**src/rtl/sdram_arbiter.sv**
```systemverilog
// Two-client round-robin arbiter in front of the SDRAM controller command port.
// Define SDRAM_ARB_FIXED_PRIO_EN for fixed priority (client 0 wins ties).
module sdram_arbiter #(
    parameter int ADDR_WIDTH = 24,
    parameter int DATA_WIDTH = 32,
    parameter int BE_WIDTH   = DATA_WIDTH / 8
) (
    input  logic                  clk,
    input  logic                  rst,
    input  logic                  p0_rd,
    input  logic [BE_WIDTH-1:0]   p0_wr,
    input  logic [ADDR_WIDTH-1:0] p0_addr,
    input  logic [DATA_WIDTH-1:0] p0_write_data,
    output logic                  p0_ready,
    output logic                  p0_ack,
    output logic [DATA_WIDTH-1:0] p0_read_data,
    input  logic                  p1_rd,
    input  logic [BE_WIDTH-1:0]   p1_wr,
    input  logic [ADDR_WIDTH-1:0] p1_addr,
    input  logic [DATA_WIDTH-1:0] p1_write_data,
    output logic                  p1_ready,
    output logic                  p1_ack,
    output logic [DATA_WIDTH-1:0] p1_read_data,
    output logic                  core_rd,
    output logic [BE_WIDTH-1:0]   core_wr,
    output logic [ADDR_WIDTH-1:0] core_addr,
    output logic [DATA_WIDTH-1:0] core_write_data,
    input  logic                  core_accept,
    input  logic                  core_ack,
    input  logic [DATA_WIDTH-1:0] core_read_data
);

    typedef enum logic [1:0] {StIdle, StIssue, StWaitAck} state_t;

    state_t                r_state;
    state_t                w_state_next;
    logic                  r_owner;
    logic                  r_cmd_rd;
    logic [BE_WIDTH-1:0]   r_cmd_wr;
    logic [ADDR_WIDTH-1:0] r_cmd_addr;
    logic [DATA_WIDTH-1:0] r_cmd_wdata;

    logic                  w_req0;
    logic                  w_req1;
    logic                  w_grant;
    logic                  w_latch;
    logic                  w_sel_rd;
    logic [BE_WIDTH-1:0]   w_sel_wr;
    logic [ADDR_WIDTH-1:0] w_sel_addr;
    logic [DATA_WIDTH-1:0] w_sel_wdata;

    assign w_req0 = p0_rd | (p0_wr != '0);
    assign w_req1 = p1_rd | (p1_wr != '0);

`ifdef SDRAM_ARB_FIXED_PRIO_EN
    assign w_grant = ~w_req0;
`else
    logic r_last;
    assign w_grant = (w_req0 & w_req1) ? ~r_last : ~w_req0;
`endif

    // A combined read+write request is forwarded as a pure read.
    assign w_sel_rd    = w_grant ? p1_rd : p0_rd;
    assign w_sel_wr    = w_sel_rd ? '0 : (w_grant ? p1_wr : p0_wr);
    assign w_sel_addr  = w_grant ? p1_addr : p0_addr;
    assign w_sel_wdata = w_grant ? p1_write_data : p0_write_data;

    always_comb begin
        w_state_next    = r_state;
        w_latch         = 1'b0;
        p0_ready        = 1'b0;
        p1_ready        = 1'b0;
        p0_ack          = 1'b0;
        p1_ack          = 1'b0;
        p0_read_data    = '0;
        p1_read_data    = '0;
        core_rd         = 1'b0;
        core_wr         = '0;
        core_addr       = '0;
        core_write_data = '0;
        unique case (r_state)
            StIdle: begin
                if ((w_req0 | w_req1) && !rst) begin
                    w_latch      = 1'b1;
                    p0_ready     = ~w_grant;
                    p1_ready     = w_grant;
                    w_state_next = StIssue;
                end
            end
            StIssue: begin
                core_rd         = r_cmd_rd;
                core_wr         = r_cmd_wr;
                core_addr       = r_cmd_addr;
                core_write_data = r_cmd_wdata;
                if (core_accept) w_state_next = StWaitAck;
            end
            StWaitAck: begin
                if (core_ack && !rst) begin
                    w_state_next = StIdle;
                    if (r_owner) begin
                        p1_ack       = 1'b1;
                        p1_read_data = r_cmd_rd ? core_read_data : '0;
                    end else begin
                        p0_ack       = 1'b1;
                        p0_read_data = r_cmd_rd ? core_read_data : '0;
                    end
                end
            end
            default: w_state_next = StIdle;
        endcase
    end

    always_ff @(posedge clk) begin
        if (rst) begin
            r_state     <= StIdle;
            r_owner     <= 1'b0;
            r_cmd_rd    <= 1'b0;
            r_cmd_wr    <= '0;
            r_cmd_addr  <= '0;
            r_cmd_wdata <= '0;
`ifndef SDRAM_ARB_FIXED_PRIO_EN
            r_last      <= 1'b1;
`endif
        end else begin
            r_state <= w_state_next;
            if (w_latch) begin
                r_owner     <= w_grant;
                r_cmd_rd    <= w_sel_rd;
                r_cmd_wr    <= w_sel_wr;
                r_cmd_addr  <= w_sel_addr;
                r_cmd_wdata <= w_sel_wdata;
`ifndef SDRAM_ARB_FIXED_PRIO_EN
                r_last      <= w_grant;
`endif
            end
        end
    end

endmodule
```
**config.mk**
```make
export PLATFORM = sky130hd
export DESIGN_NAME = sdram_arbiter
export DESIGN_NICKNAME = d
export VERILOG_FILES = /design/src/rtl/sdram_arbiter.sv
export SDC_FILE = /design/constraint.sdc
export NUM_CORES = 1
export LEC_CHECK = 0
export CORE_AREA = 2 2 110 112
export DETAILED_ROUTE_END_ITERATION = 10
export DIE_AREA = 0 0 112 114
export MAX_ROUTING_LAYER = met4
export PLACE_DENSITY = 0.86
export SYNTH_ARGS = -nofsm -noshare
export SYNTH_HDL_FRONTEND = slang
export SYNTH_SLANG_ARGS = --single-unit
```
**constraint.sdc**
```tcl
create_clock -name clk -period 4.95 [get_ports clk]
set_input_delay 0.495 -clock clk [delete_from_list [all_inputs] [get_ports clk]]
set_output_delay 0.495 -clock clk [all_outputs]
set_load 0.01 [all_outputs]
```
==> results.py <==
metrics = {
    "synth": {
        "yosysMostFrequentCell": "nor3_1",
        "postSynthAreaPerCell_um2": 7.41,
        "seq_area_frac_synth": 0.350,
        "ys_warn_count": 0,
        "synth-edff-count": 0,
        "async_reset_ff_frac": 0,
        "synthFlopType": "dfxtp_1",
        "synth_area_leader_cell": "dfxtp_1",
        "yosysTopAreaCellShare": 0.350,
        "syn_nets": 659,
        "synth_area_leaders": "dfxtp_1, nor3_1, o32ai_1",
        "synthCells": 501,
        "synth_seq_cells": 65,
        "syn_area_um2": 3710,
        "ys_types": 32,
        "netlist_top_cells_count": "nor3_1, nor2_1, dfxtp_1, and2_1, o32ai_1",
    },
    "worst_setup_path": {
        "r2r_cells": 5,
        "start_kind": "input pin",
        "r2r-end": "r_cmd_addr[4]",
        "critPathCaptureType": "output pin",
        "reg2reg_slack_ps": 2510,
        "cp.required_ps": 4450,
        "slowest_delay_ps": 680,
        "arrival_ps": 2940,
        "crit_path_top_delay_cell": "or4_1",
        "crit_chain": "clkdlybuf4s50_1 -> or4_1 -> o21a_2 -> buf_4 -> nor2_1 -> clkdlybuf4s50_1",
        "worstPathMaxFanout": 57,
        "crit_type": "input pin to output pin",
        "critPathMostFrequentCell": "clkdlybuf4s50_1",
        "timing.rr.start": "r_state[1]",
    },
    "timing": {
        "finalMaxSlewViolations": 0,
        "setup-tns-final_ps": 0,
        "fin_crit_sh": 0.693,
        "slew-limit-headroom": 0.277,
        "fin_skew_ps": 7.20,
        "worst_pin_slew_ps": 1080,
        "finalSetupViolCount": 0,
        "fmax_mhz": 291,
        "rsz0062_at_grt": "no",
        "fin_ws_ps": 1520,
        "fin_crit_ps": 3430,
        "hold_viol_final": 0,
    },
    "place": {
        "post-place-ws_ps": 1560,
        "io_buffers": 286,
        "dp_hpwl_um": 10200,
        "gp_congestion": 0.846,
        "dp_cells": 886,
    },
    "detailed_routing": {
        "wire_per_inst_um": 16.4,
        "vias": 4749,
        "routed_wl_um": 14800,
        "wl_met2_um": 7550,
        "met1_length_um": 5640,
        "ant_nets": 0,
        "dr.max_layer_used": "met4",
        "drt_iter0_markers": 247,
        "wl_met3_um": 1110,
        "vias_per_cell": 5.28,
        "firstDrtPassIters": 5,
        "drc": 0,
    },
    "global_route": {
        "grt_usage": 0.231,
        "grt_max_degree": 61,
        "grt-ovfl-total": 0,
        "grt_pass1_wl_um": 23100,
        "grt_pass1_vias": 4594,
        "antenna_found_initial": 0,
    },
    "status": {
        "outcome": "finished, final reports clean",
    },
    "power_and_ir_drop": {
        "p_leak_nw": 2.34,
        "power.total_mw": 1.79,
        "powerDensity_nw_per_um2": 262,
        "ir_drop_v": 0.000152,
    },
    "clock_network": {
        "cts_tree": "built",
        "post_cts_resized": 0,
        "htreeDepth": 3,
        "cts_setup_buffers": 0,
        "clock-sinks": 65,
        "cts-buffers-inserted": 9,
        "clk_path_buf_depth": 2,
        "path_clk_slew_ps": 60,
        "clock_latency_ps": 330,
        "cts-hold-fix-buffers": 0,
        "root_buffer": "clkbuf_16",
    },
    "floorplan": {
        "die_h_um": 114,
        "die_w_um": 112,
        "start_util": 0.317,
        "fp-row-count": 40,
        "core_um2": 11700,
        "dieArea_um2": 12800,
        "ios": 287,
    },
    "layout": {
        "drive_above_1_share": 0.0385,
        "multi_input_area_um2": 2150,
        "regArea_um2": 1300,
        "num-fill-cells": 1078,
        "nNetsFinal": 908,
        "layout.cells.non_filler": 900,
        "n_antenna_cell": 0,
        "final_util": 0.585,
        "syn_to_final_growth_pct": 84.5,
    },
    "min_path": {
        "holdCritPathClass": "register to register",
        "min_to": "r_cmd_wr[1]",
        "min_path_cells": 1,
        "worstHoldStart": "r_cmd_wr[1]",
    },
    "run": {
        "cap_violations": 0,
    },
}
worst max path at each step:
stage | startpoint | end | slack, ps | depth (start not counted)
final | p0_wr[0] | p1_ready | 1520 | 6
after global routing | p0_wr[1] | p1_ready | 1440 | 6
after CTS | p0_wr[1] | p1_ready | 1560 | 6
after detailed placement | p0_wr[0] | p1_ready | 1560 | 6
after global placement | p0_wr[0] | p1_ready | 1590 | 6
after floorplan | p0_wr[0] | p1_ready | 2540 | 6
registers in the layout, summed over array words and instances (netlist names):
register and cells:
r_owner 1, r_cmd_addr 24, r_last 1, r_cmd_wdata 32, r_cmd_wr 4, r_state 2, r_cmd_rd 1
layout make-up:
class	instances	area share
Clock buffer	11	0.0340
Clock inverter	3	0.00639
Inverter	4	0.00219
Multi-Input combinational cell	375	0.314
Sequential cell	65	0.190
Tap cell	147	0.0268
Timing Repair Buffer	295	0.427
critical path, delay by kind of cell:
kind / cells / cell delay (ps)
buffers and inverters: 3 / 1290
and+or+nand+nor: 2 / 880
AOI/OAI and AO/OA: 1 / 250
metal layers:
metal / GRT usage / vias to the layer above
met4: 0.101 / 0
met1: 0.255 / 2214
met5: - / -
met2: 0.397 / 212
li1: - / 2290
met3: 0.0590 / 33
metrics by stage:
step                      instance area [um2]  hold slack (ps)
final                                    6850              455
after global routing                     6850              499
after detailed placement                 6580              445
after global placement                   6580              440
after CTS                                6850              458
after floorplan                          3710              434
placed cells by master (no fill, tap or decap), drive strengths merged:
cell type,Yosys,routed
a22oi,1,1
o31ai,2,2
a211o,1,1
and2,61,61
a21oi,1,1
a21o,5,5
o32ai,56,56
o21a,1,1
clkbuf,41,11
or3,1,1
a32o,4,4
dfxtp,65,65
o21ai,6,6
a21boi,1,1
nand4b,1,1
nand2,32,32
nand4,1,1
bufinv,0,1
or4,2,2
buf,16,10
inv,4,4
a32oi,1,1
nor3,114,114
nor2,80,80
o21ba,1,1
nor2b,1,1
clkinv,0,2
o41a,1,1
or2,1,1
clkdlybuf4s50,0,285
cell families after synthesis:
kind of cell	share of synthesized area
simple gates	0.387
compound gates	0.183
flops	0.350
buf+inv	0.0795
power by group:
part           total, mW  internal [mW]  switching [mW]
combinational      0.546          0.282           0.264
sequential         0.637          0.590          0.0467
clock              0.610          0.384           0.226
total               1.79           1.26           0.537
Power figures use the tool's default switching activity.
